## src/rtl/arm_motion_seq.sv

```systemverilog
// Pose sequencer for the servo arm: walks a writable pose table and slews the two joint
// set-points toward each pose once per servo frame, then applies the gripper and dwells.
module arm_motion_seq #(
  // The 50 MHz default widths need W >= 17 to be represented; override W accordingly.
  parameter int W            = 16,
  parameter int AW           = 3,
  parameter int FRAME_CYCLES = 1000000,
  parameter int STEP         = 500,
  parameter int INIT_W       = 75000,
  parameter int MIN_W        = 25000,
  parameter int MAX_W        = 125000
) (
  input  logic            clk,
  input  logic            rst,
  input  logic            tbl_we,
  input  logic [AW-1:0]   tbl_addr,
  input  logic [2*W+8:0]  tbl_wdata,
  input  logic [AW-1:0]   last_pose,
  input  logic            loop,
  input  logic            start,
  input  logic            stop,
  output logic [W-1:0]    s1_width,
  output logic [W-1:0]    s2_width,
  output logic            grip_close,
  output logic            frame_tick,
  output logic            busy,
  output logic            done,
  output logic [AW-1:0]   cur_pose
);

  localparam int FCW = (FRAME_CYCLES > 1) ? $clog2(FRAME_CYCLES) : 1;
  localparam logic [FCW-1:0] FRAME_LAST = FCW'(FRAME_CYCLES - 1);
  localparam logic [W-1:0] INIT_V = W'(INIT_W);
  localparam logic [W-1:0] MIN_V  = W'(MIN_W);
  localparam logic [W-1:0] MAX_V  = W'(MAX_W);
  localparam logic [W-1:0] STEP_V = W'(STEP);

  localparam logic [1:0] IDLE  = 2'd0;
  localparam logic [1:0] LOAD  = 2'd1;
  localparam logic [1:0] RAMP  = 2'd2;
  localparam logic [1:0] DWELL = 2'd3;

  logic [1:0]     state;
  logic [FCW-1:0] frame_cnt;
  logic [2*W+8:0] tbl [2**AW];
  logic [2*W+8:0] ent;
  logic [W-1:0]   tgt1, tgt2;
  logic           grip_t;
  logic [7:0]     dwell_t, dwell_cnt;
  logic           at_target;

  function automatic logic [W-1:0] clamp(input logic [W-1:0] v);
    if (v < MIN_V) return MIN_V;
    if (v > MAX_V) return MAX_V;
    return v;
  endfunction

  // Direction is chosen first so the difference is always non-negative.
  function automatic logic [W-1:0] step_to(input logic [W-1:0] cur, input logic [W-1:0] tgt);
    logic [W-1:0] diff;
    // NOTE: blocking assignments are correct here: this is combinational scratch inside a function.
    if (cur < tgt) begin
      diff = tgt - cur;
      return cur + ((diff > STEP_V) ? STEP_V : diff);
    end
    diff = cur - tgt;
    return cur - ((diff > STEP_V) ? STEP_V : diff);
  endfunction

  assign frame_tick = (frame_cnt == FRAME_LAST);
  assign ent        = tbl[cur_pose];
  assign at_target  = (s1_width == tgt1) && (s2_width == tgt2);

  always_ff @(posedge clk or posedge rst) begin
    if (rst)             frame_cnt <= '0;
    else if (frame_tick) frame_cnt <= '0;
    else                 frame_cnt <= frame_cnt + 1'b1;
  end

  // NOTE: the pose table is deliberately left out of reset so it maps onto plain RAM.
  always_ff @(posedge clk) begin
    if (tbl_we) tbl[tbl_addr] <= tbl_wdata;
  end

  always_ff @(posedge clk or posedge rst) begin
    if (rst) begin
      state      <= IDLE;
      s1_width   <= INIT_V;
      s2_width   <= INIT_V;
      grip_close <= 1'b0;
      busy       <= 1'b0;
      done       <= 1'b0;
      cur_pose   <= '0;
      tgt1       <= INIT_V;
      tgt2       <= INIT_V;
      grip_t     <= 1'b0;
      dwell_t    <= '0;
      dwell_cnt  <= '0;
    end else begin
      done <= 1'b0;
      if (stop && state != IDLE) begin
        state <= IDLE;
        busy  <= 1'b0;
      end else begin
        case (state)
          IDLE: if (start && !stop) begin
            cur_pose <= '0;
            busy     <= 1'b1;
            state    <= LOAD;
          end
          LOAD: begin
            tgt1    <= clamp(ent[W-1:0]);
            tgt2    <= clamp(ent[2*W-1:W]);
            dwell_t <= ent[2*W+7:2*W];
            grip_t  <= ent[2*W+8];
            state   <= RAMP;
          end
          RAMP: begin
            if (at_target) begin
              grip_close <= grip_t;
              dwell_cnt  <= dwell_t;
              state      <= DWELL;
            end else if (frame_tick) begin
              s1_width <= step_to(s1_width, tgt1);
              s2_width <= step_to(s2_width, tgt2);
            end
          end
          DWELL: begin
            if (dwell_cnt == '0) begin
              if (cur_pose != last_pose) begin
                cur_pose <= cur_pose + 1'b1;
                state    <= LOAD;
              end else if (loop) begin
                cur_pose <= '0;
                state    <= LOAD;
              end else begin
                done  <= 1'b1;
                busy  <= 1'b0;
                state <= IDLE;
              end
            end else if (frame_tick) begin
              dwell_cnt <= dwell_cnt - 1'b1;
            end
          end
          default: state <= IDLE;
        endcase
      end
    end
  end

endmodule
```

## config.mk

```make
export PLATFORM = sky130hd
export DESIGN_NAME = arm_motion_seq
export DESIGN_NICKNAME = d
export VERILOG_FILES = /design/src/rtl/arm_motion_seq.sv
export SDC_FILE = /design/constraint.sdc
export NUM_CORES = 1
export LEC_CHECK = 0
export CAP_MARGIN = 20
export CORE_MARGIN = 2
export CORE_UTILIZATION = 65
export DETAILED_ROUTE_END_ITERATION = 10
export PLACE_DENSITY = 0.84
export SYNTH_ARGS = -nofsm -noshare
export SYNTH_HDL_FRONTEND = slang
export SYNTH_SLANG_ARGS = --single-unit
```

## constraint.sdc

```tcl
create_clock -name clk -period 11.6 [get_ports clk]
set_input_delay 3.48 -clock clk [delete_from_list [all_inputs] [get_ports clk]]
set_output_delay 3.48 -clock clk [all_outputs]
set_load 0.01 [all_outputs]
```

Yosys cells after proc, flatten, opt, wreduce, memory -nomap -nowiden

Memories as Yosys holds them, arrays and structs flattened.
Index checks and enable logic that the tools add are counted.

Latch bits: 0
Memory bits (writable): 328
Flip-flop bits (word level): 109
Word-level logic and storage cells: 142
Memories kept: 1
Output and inout bits: 39
Bits of input ports: 53
ROM bits: 0

Bitwise operators: 2
Eq/ne operators: 18
$add $sub $neg: 11
Shift operators: 0
Div/mod/pow operators: 0
Order comparisons: 10
Reduce and logical (&&, ||, !) cells: 17
Multiplexer cells: 70
$mul: 0

Memories:

| name | depth | bits a word | read ports | clocked after Yosys merged registers in | wr ports | line | RTL |
|---|---|---|---|---|---|---|---|
| tbl  | 8     | 41          | 1          | 0                                       | 1        | 45   | `logic [2*W+8:0] tbl [2**AW];` |

Operators with widths:

| cell                                                  | count |
|---|---|
| 2-to-1 mux 16 bit                                     | 16 |
| subtractor 16 bit                                     | 6 |
| > comparator 16 x 9 -> 1 bit (second input constant)  | 4 |
| 2-to-1 mux 1 bit                                      | 38 |
| adder 16 bit                                          | 2 |
| == test 16 bit                                        | 2 |
| > comparator 16 bit (second input constant)           | 2 |
| < comparator 16 x 15 -> 1 bit (second input constant) | 2 |
| < comparator 16 bit                                   | 2 |
| 2-to-1 mux 8 bit                                      | 3 |
| adder 20 x 1 -> 20 bit (second input constant)        | 1 |
| == test 20 bit (second input constant)                | 1 |
| 2-to-1 mux 20 bit                                     | 1 |
| inequality test 3 bit (second input constant)         | 6 |
| one-hot mux 8 bit (2 select lines)                    | 1 |
| AND reduction 5 bit                                   | 3 |
| 2-to-1 mux 3 bit                                      | 4 |
| inequality test 2 bit (second input constant)         | 5 |
| zero test 8 bit                                       | 1 |
| 2-to-1 mux 2 bit                                      | 4 |
| one-hot mux 2 bit (4 select lines)                    | 1 |
| subtractor 8 x 1 -> 8 bit (second input constant)     | 1 |
| one-hot mux 3 bit (2 select lines)                    | 1 |
| AND reduction 3 bit                                   | 2 |
| other kinds (13)                                      | 19 |

Logic depth before layout (Yosys ltp)

Gate-level depths: netlist of run 1.
An unclocked memory read counts as a cell.

Depth after elaboration: 10
Mapped depth: 28
Gate-level depth less buffers: 27

Worst setup path after synthesis of run 1

OpenSTA, ideal clock, no wires.

Path type: input-to-reg
Start point: input tbl_addr[1]
End point: memory tbl[0][0] (netlist bit) (enable)
Data required time: 11109 ps
Library setup time: 491 ps
Arrival: 6468 ps
Cell stages on the path: 2
Buffers on the path: 0
Setup slack: 4641 ps
Cell sequence: nand2b_1 > nor3_1

RTL lines:

| item        | line | RTL |
|---|---|---|
| from (decl) | 16   | `input logic [AW-1:0] tbl_addr,` |
| to (decl)   | 45   |  |

No word-level cell before the write port.

Worst setup path in the final report of run 1

Start point: register s1_width[7]
End point: register s1_width[14]

Longest elaborated chain between the ends: 7
Elaborated cells between the ends (all ways): 20
Those cells by class: add/sub (4); order compare (3); eq/ne (1); mux (9); bitwise (1); reduce/logical (2)

Ends and longest elaborated chain:

| item                                                                      | line | RTL |
|---|---|---|
| from (decl)                                                               | 22   | `output logic [W-1:0] s1_width,` |
| from (signal assigned)                                                    | 124  | `s1_width <= step_to(s1_width, tgt1);` |
| parallel branches: the longest is 7 deep, another holds subtractor 16 bit | n/a  |  |

Several ways; the timed one is not identified. The select of a mux whose other input is x is not followed.
A chain may end at the register's enable or synchronous reset.

==> results of run 1 <==
-- power breakdown --
group	internal, mW	leakage, nW	switching (mW)
Sequential	1.82	4.28	0.104
Clock	0.785	0.685	0.596
Combinational	0.743	4.15	1.06
Total	3.35	9.11	1.76
-- synthesized netlist by cell type (39+ instances only) --
| cell type | count |
|---|---|
| dfrtp_1 | 81 |
| ha_1 | 102 |
| mux2i_1 | 42 |
| mux4_2 | 82 |
| clkbuf_1 | 46 |
| edfxtp_1 | 328 |
| inv_1 | 112 |
| xnor2_1 | 52 |
| xor2_1 | 39 |
| nor3_1 | 39 |
| o21ai_0 | 123 |
| nand2_1 | 114 |
| nor2_1 | 123 |
| a21oi_1 | 94 |
-- per-layer routing --
layer	GRT usage [%]	part of all wire [%]
met3	4.601	7.8
met2	49.61	48
met1	43.49	41
met4	9.899	2.7
met5	0	0
-- layout make-up --
type                            instances  share of cell area [%]
Sequential cell                       437                   49.80
Multi-Input combinational cell       1169                   36.53
Inverter                              113                   1.684
Antenna cell                            1                0.009874
Clock inverter                         24                  0.9380
Clock buffer                           55                   4.586
Tap cell                              455                   2.246
Timing Repair Buffer                  109                   4.206
-- flip-flops by register name (all words and copies together) (netlist names) --
register,count
frame_cnt,20
cur_pose,3
s2_width,16
done,1
dwell_t,8
dwell_cnt,8
grip_t,1
busy,1
tbl,328
tgt2,16
state,2
tgt1,16
grip_close,1
s1_width,16
-- stage by stage --
step	power [mW]	instance area [um^2]
after floorplan	3.286	22570
after global placement	3.649	23910
after detailed placement	3.697	23910
after CTS	5.100	25310
after global routing	5.359	25340
final	5.107	25340
-- kinds of logic (layout without fill, tap and decap cells) --
logic type | count (synthesis) | count (layout) | synth area share, %
simple gates | 440 | 440 | 9.501
flops | 437 | 437 | 55.88
compound gates | 396 | 396 | 10.99
buf+inv | 188 | 301 | 3.354
mux | 134 | 134 | 10.56
fa+ha+maj | 108 | 108 | 6.186
xor+xnor | 91 | 91 | 3.531
other cells | 0 | 1 | 0
-- final timing paths --
| path | slack [ns] | startpoint | endpoint |
|---|---|---|---|
| worst max register to register | 4.73 | s1_width[7] | s1_width[14] |
| worst max-delay path | 4.73 | s1_width[7] | s1_width[14] |
| worst min-delay path | 0.50 | frame_cnt[0] | frame_cnt[0] |
| worst min register to register | 0.50 | frame_cnt[0] | frame_cnt[0] |
| max in group asynchronous | 6.99 | rst | cur_pose[0] |
| min in group asynchronous | 3.40 | rst | s2_width[14] |
==> metrics, run 1 <==
Worst path slowest cell=nor4_1; die width=190.4 um; die area=36,230 um^2; via count=approximately 15,000; row count=68; # hold bufs at CTS=0; routed wire length=between 50,000 and 60,000 um; normalized max-slew margin=between 30 and 40%; Async SR Flop Fraction=around a quarter; Worst IR Drop VDD=approximately 0.00015 V; post-cts resize count=0; Seq/Total Area, Yosys=around 56%; syn_area_per_cell=~13 um^2; die height=roughly 190 um; placed instance count=~2,300; CP arrival=~7.3 ns; cells after synthesis=1,794; post-CTS setup buffers=0; main flop type after synthesis=edfxtp_1; Setup Skew=roughly 0.016 ns; Buf/Inv on CP=1; type of the worst min-delay path=reg2reg; f_max=145.7 MHz; multi-input logic area=approximately 9300 um^2; CTS tree=done; Synth area leader=edfxtp_1; routability cong.=~0.94; Net count, final=2,034; detailed-route wire length per cell=~23 um; share of layout cells above drive strength 1=around an eighth; RSZ-0062 raised after global routing=false; final hold violations=0; Overall Global Routing Usage=a little under a third; io pins=between 90 and 100; Min-Delay Path Depth=1; global route overflow=0; Post-DRT Antenna Nets=0; synthesis-to-layout area growth=12.28%; Via density=between 6 and 7; DRC errors left=0; Clk Latency, worst-skew pair=roughly 0.57 ns; setup violators final=0; worst setup margin=~4.7 ns; first-pass GRT wire length=roughly 85,000 um; Core Util, Final=approximately 74%; Worst Path Required=about 12 ns; number of clock buffers inserted by TritonCTS=43; critical path type=reg2reg; share of the synthesized area in the top cell type=roughly 44%; fin crit period=a little under 7 ns; Max Buffers Root-to-Sink=3; Num Clock Sinks=between 400 and 500; DP HPWL=between 30,000 and 40,000 um; vias in the first global route=between 10,000 and 15,000; CTS clk-pin slew, worst paths=roughly 0.060 ns; leakage=around 9.1 nW; outcome=finished clean; Core Box Area=approximately 34,000 um^2; CTS H-tree lvls=2; most common cell after layout, fill and taps aside=edfxtp_1; Crit path max-delay family=compound AO/OA/AOI/OAI gates; IO Port Bufs=slightly above 90; worst-path cell chain=inv_1, ha_1, nand3_1, a2111oi_0, o21ai_0, a32oi_1, xor2_1, nor4_1, o31ai_1, or2_2, ha_1, o2bb2a_1, fa_1, a21o_1, a21oi_1, o21bai_1, a2111oi_0, o31ai_1, nand2_1, a21oi_1, a21oi_1, xor2_1, o21ai_0; Detailed Route Iter0 Violations=approximately 1,500; Crit. path cell count=23; FF+latch area=12,620 um^2; Slew Viols, Final=0; CP Capture Type=flip-flop; pre-CTS setup slack=just under 5 ns; Initial Utilization=65.67%; final non-filler cell total=approximately 2,400; initial antenna violation count=3; root buf cell=clkbuf_16; top cells by area, synth=edfxtp_1 44%, dfrtp_1 9.0%, mux4_2 8.2%, ha_1 5.7%, dfstp_2 3.3%; measured slew at the worst slew-check pin=approximately 0.94 ns; Syn Std Cell Area=22,570 um^2; Crit Path Max Fanout=12; post-synth net total=a little under 2,000; cell mode on critical path=a21oi_1; first-pass detailed-route iteration total=6; #FFs+latches synth=437; commonest non-fill, non-tap cells in the layout=328 x edfxtp_1, 123 x o21ai_0, 117 x nor2_1, 114 x nand2_1, 111 x inv_1; R2R cell count=23; EDFF count, synth=between 300 and 400; Ys Warns=0; largest net degree at the start of global routing=57; TNS Setup=0 ns; pwr dens=just over 200 nW/um^2; Max Cap Viol=0; final worst-path cycle share=about three fifths; Fin Hold WS=between 0.4 and 0.5 ns; critical path's largest stage delay=between 0.6 and 0.7 ns; Fillers=2,183; CP startpoint kind=flip-flop; Cell variety after synth=84
(Power assumes the default switching activity.)
==> inputs of run 2 (changes only) <==
Settings changed: CORE_UTILIZATION 65 to 62, PLACE_DENSITY 0.84 to 0.81.
Clock period 11.6 ns to 6.47 ns, I/O delays scaled along.
==> run 2 against run 1 <==
  * Die area rose by 4.7%
  * Core utilization shrank 2.3 points
  * Flip-flop and latch count did not move
  * First-iteration DRC count is 8.1% lower
  * Largest power group unchanged
  * Highest routed layer is now met5
==> metrics, run 2 (synthesis gave the netlist of run 1 again) <==
row count=69 (+1.5%); Core Util, Final=71.45% (-2.3 points); Initial Utilization=63.15% (-2.5 points); Fillers=2,361 (+8.2%); detailed-route wire length per cell=22.53 um (-2.8%); global route overflow=0 (unchanged); type of the worst min-delay path=reg2reg; Max Buffers Root-to-Sink=3 (unchanged); outcome=finished clean; TNS Setup=0 ns (unchanged); die width=194.8 um (+2.3%); DRC errors left=0 (unchanged); Core Box Area=35,740 um^2 (+4.0%); largest net degree at the start of global routing=68 (+19%); Max Cap Viol=0 (unchanged); max FFs per register=328 (unchanged); CP arrival=6.50 ns (-0.80 ns); # hold bufs at CTS=0 (unchanged); normalized max-slew margin=27.35% (-9.9 points); number of clock buffers inserted by TritonCTS=43 (unchanged); via count=15,160 (-0.67%); Clk Latency, worst-skew pair=0.57 ns (about the same); critical path type=reg2reg; Overall Global Routing Usage=28.61% (-2.1 points); commonest non-fill, non-tap cells in the layout=328 x edfxtp_1, 122 x o21ai_0, 117 x nor2_1, 114 x nand2_1, 111 x inv_1; Crit Path Max Fanout=4 (-8); final worst-path cycle share=94.03% (+35 points); setup violators final=0 (unchanged); leakage=9.194 nW (+0.94%); die area=37,950 um^2 (+4.7%); share of layout cells above drive strength 1=13.47% (+1.1 points); Worst Path Required=6.89 ns (-5.14 ns); IO Port Bufs=91 (unchanged); Biggest register=tbl; CP startpoint kind=flip-flop; Setup Skew=0.02179 ns (+0.005584 ns); routability cong.=0.9170 (-2.3%); cell mode on critical path=inv_1; pwr dens=359.3 nW/um^2 (+78%); first-pass detailed-route iteration total=5 (-1); critical path's largest stage delay=0.56 ns (-0.07 ns); CTS H-tree lvls=2 (unchanged); DP HPWL=35,620 um (+2.6%); synthesis-to-layout area growth=13.14%; fin crit period=6.083 ns (-0.7823 ns); Net count, final=2,050 (+0.79%); routed wire length=53,750 um (-1.9%); CP Capture Type=flip-flop; io pins=92 (unchanged); Via density=6.353 (-1.6%); root buf cell=clkbuf_16; Num Clock Sinks=437 (unchanged); Detailed Route Iter0 Violations=1,379 (-8.1%); Top Registers=tbl x328, frame_cnt x20; CTS tree=done; final hold violations=0 (unchanged); initial antenna violation count=5 (+2); Post-DRT Antenna Nets=0 (unchanged); Slew Viols, Final=0 (unchanged); vias in the first global route=14,780 (-1.3%); CTS clk-pin slew, worst paths=0.07 ns (about the same); die height=194.8 um (+2.3%); f_max=164.4 MHz (+13%); Fin Hold WS=0.4822 ns (-0.01325 ns); first-pass GRT wire length=83,670 um (-1.8%); Worst path slowest cell=or4_1; Worst IR Drop VDD=0.0003282 V (+120%); most common cell after layout, fill and taps aside=edfxtp_1; measured slew at the worst slew-check pin=1.087 ns (+0.1462 ns)
[run 2: cell count changes in the layout (fill, tap and decap cells not counted), sizes merged]
| cell | delta |
|---|---|
| buf | +16 |
| clkbuf | -3 |
| clkinv | +2 |
| bufinv | +1 |
| clkinvlp | +1 |
| diode | +1 |
| inv | -1 |
[run 2: power by group]
part	leakage, nW	internal (mW)	total (mW)	switching, mW
logic	4.24	1.37	3.21	1.84
clock network	0.679	1.43	2.49	1.06
registers	4.28	3.27	3.48	0.210
total	9.19	6.07	9.18	3.11
[run 2: worst max-delay path, delay by kind of cell (launching register included)]
kind	cells	cell delay, ns
compound gates	15	2.87
fa+ha+maj	4	1.16
simple gates	3	1.12
flops	1	0.42
buf+inv	3	0.22
xor+xnor	1	0.13
[run 2: cell type report]
class / count / area (um^2) / share of cell area (%)
antenna: 2 / 5.005 / 0.01960
clock buffer: 52 / 1151 / 4.508
tap: 461 / 576.8 / 2.259
sequential: 437 / 12620 / 49.42
multi-input combinational: 1169 / 9296 / 36.40
inverter: 113 / 426.7 / 1.671
clock inverter: 27 / 244.0 / 0.9554
timing repair buffer: 125 / 1216 / 4.762
[run 2: metrics by stage]
step	area, um^2	worst slack (ns)	total power, mW	cells
2_1_floorplan	22570	0.6302	5.892	1794
3_5_place_dp	24030	0.1680	6.630	2301
4_1_cts	25430	0.1036	9.147	2380
6_report	25540	0.3865	9.176	2386
5_1_grt	25540	-0.002932	9.663	2386
3_3_place_gp	24030	0.2507	6.553	2301
[run 2: routing by layer]
layer	global-route usage, %	part of all wire, %
met5	0	0.086
met4	7.068	2.0
met3	4.668	6.5
met2	49.21	50
met1	38.42	41
[run 2: path summary, 6_finish.rpt]
kind | end | slack (ns) | depth (start not counted) | from
setup reg to reg | s2_width[14] | 0.39 | 26 | s2_width[0]
hold reg to reg | dwell_t[6] | 0.48 | 2 | dwell_t[6]
setup / recovery | s2_width[14] | 0.39 | 26 | s2_width[0]
max in group asynchronous | tgt2[13] | 3.55 | 3 | rst
min in group asynchronous | s2_width[12] | 1.85 | 2 | rst
hold / removal | dwell_t[6] | 0.48 | 2 | dwell_t[6]
[run 2: what timing repair did]
action,in CTS,in global routing
setup endpoints to repair,0,9
resized for setup,0,12
buffers inserted,0,1
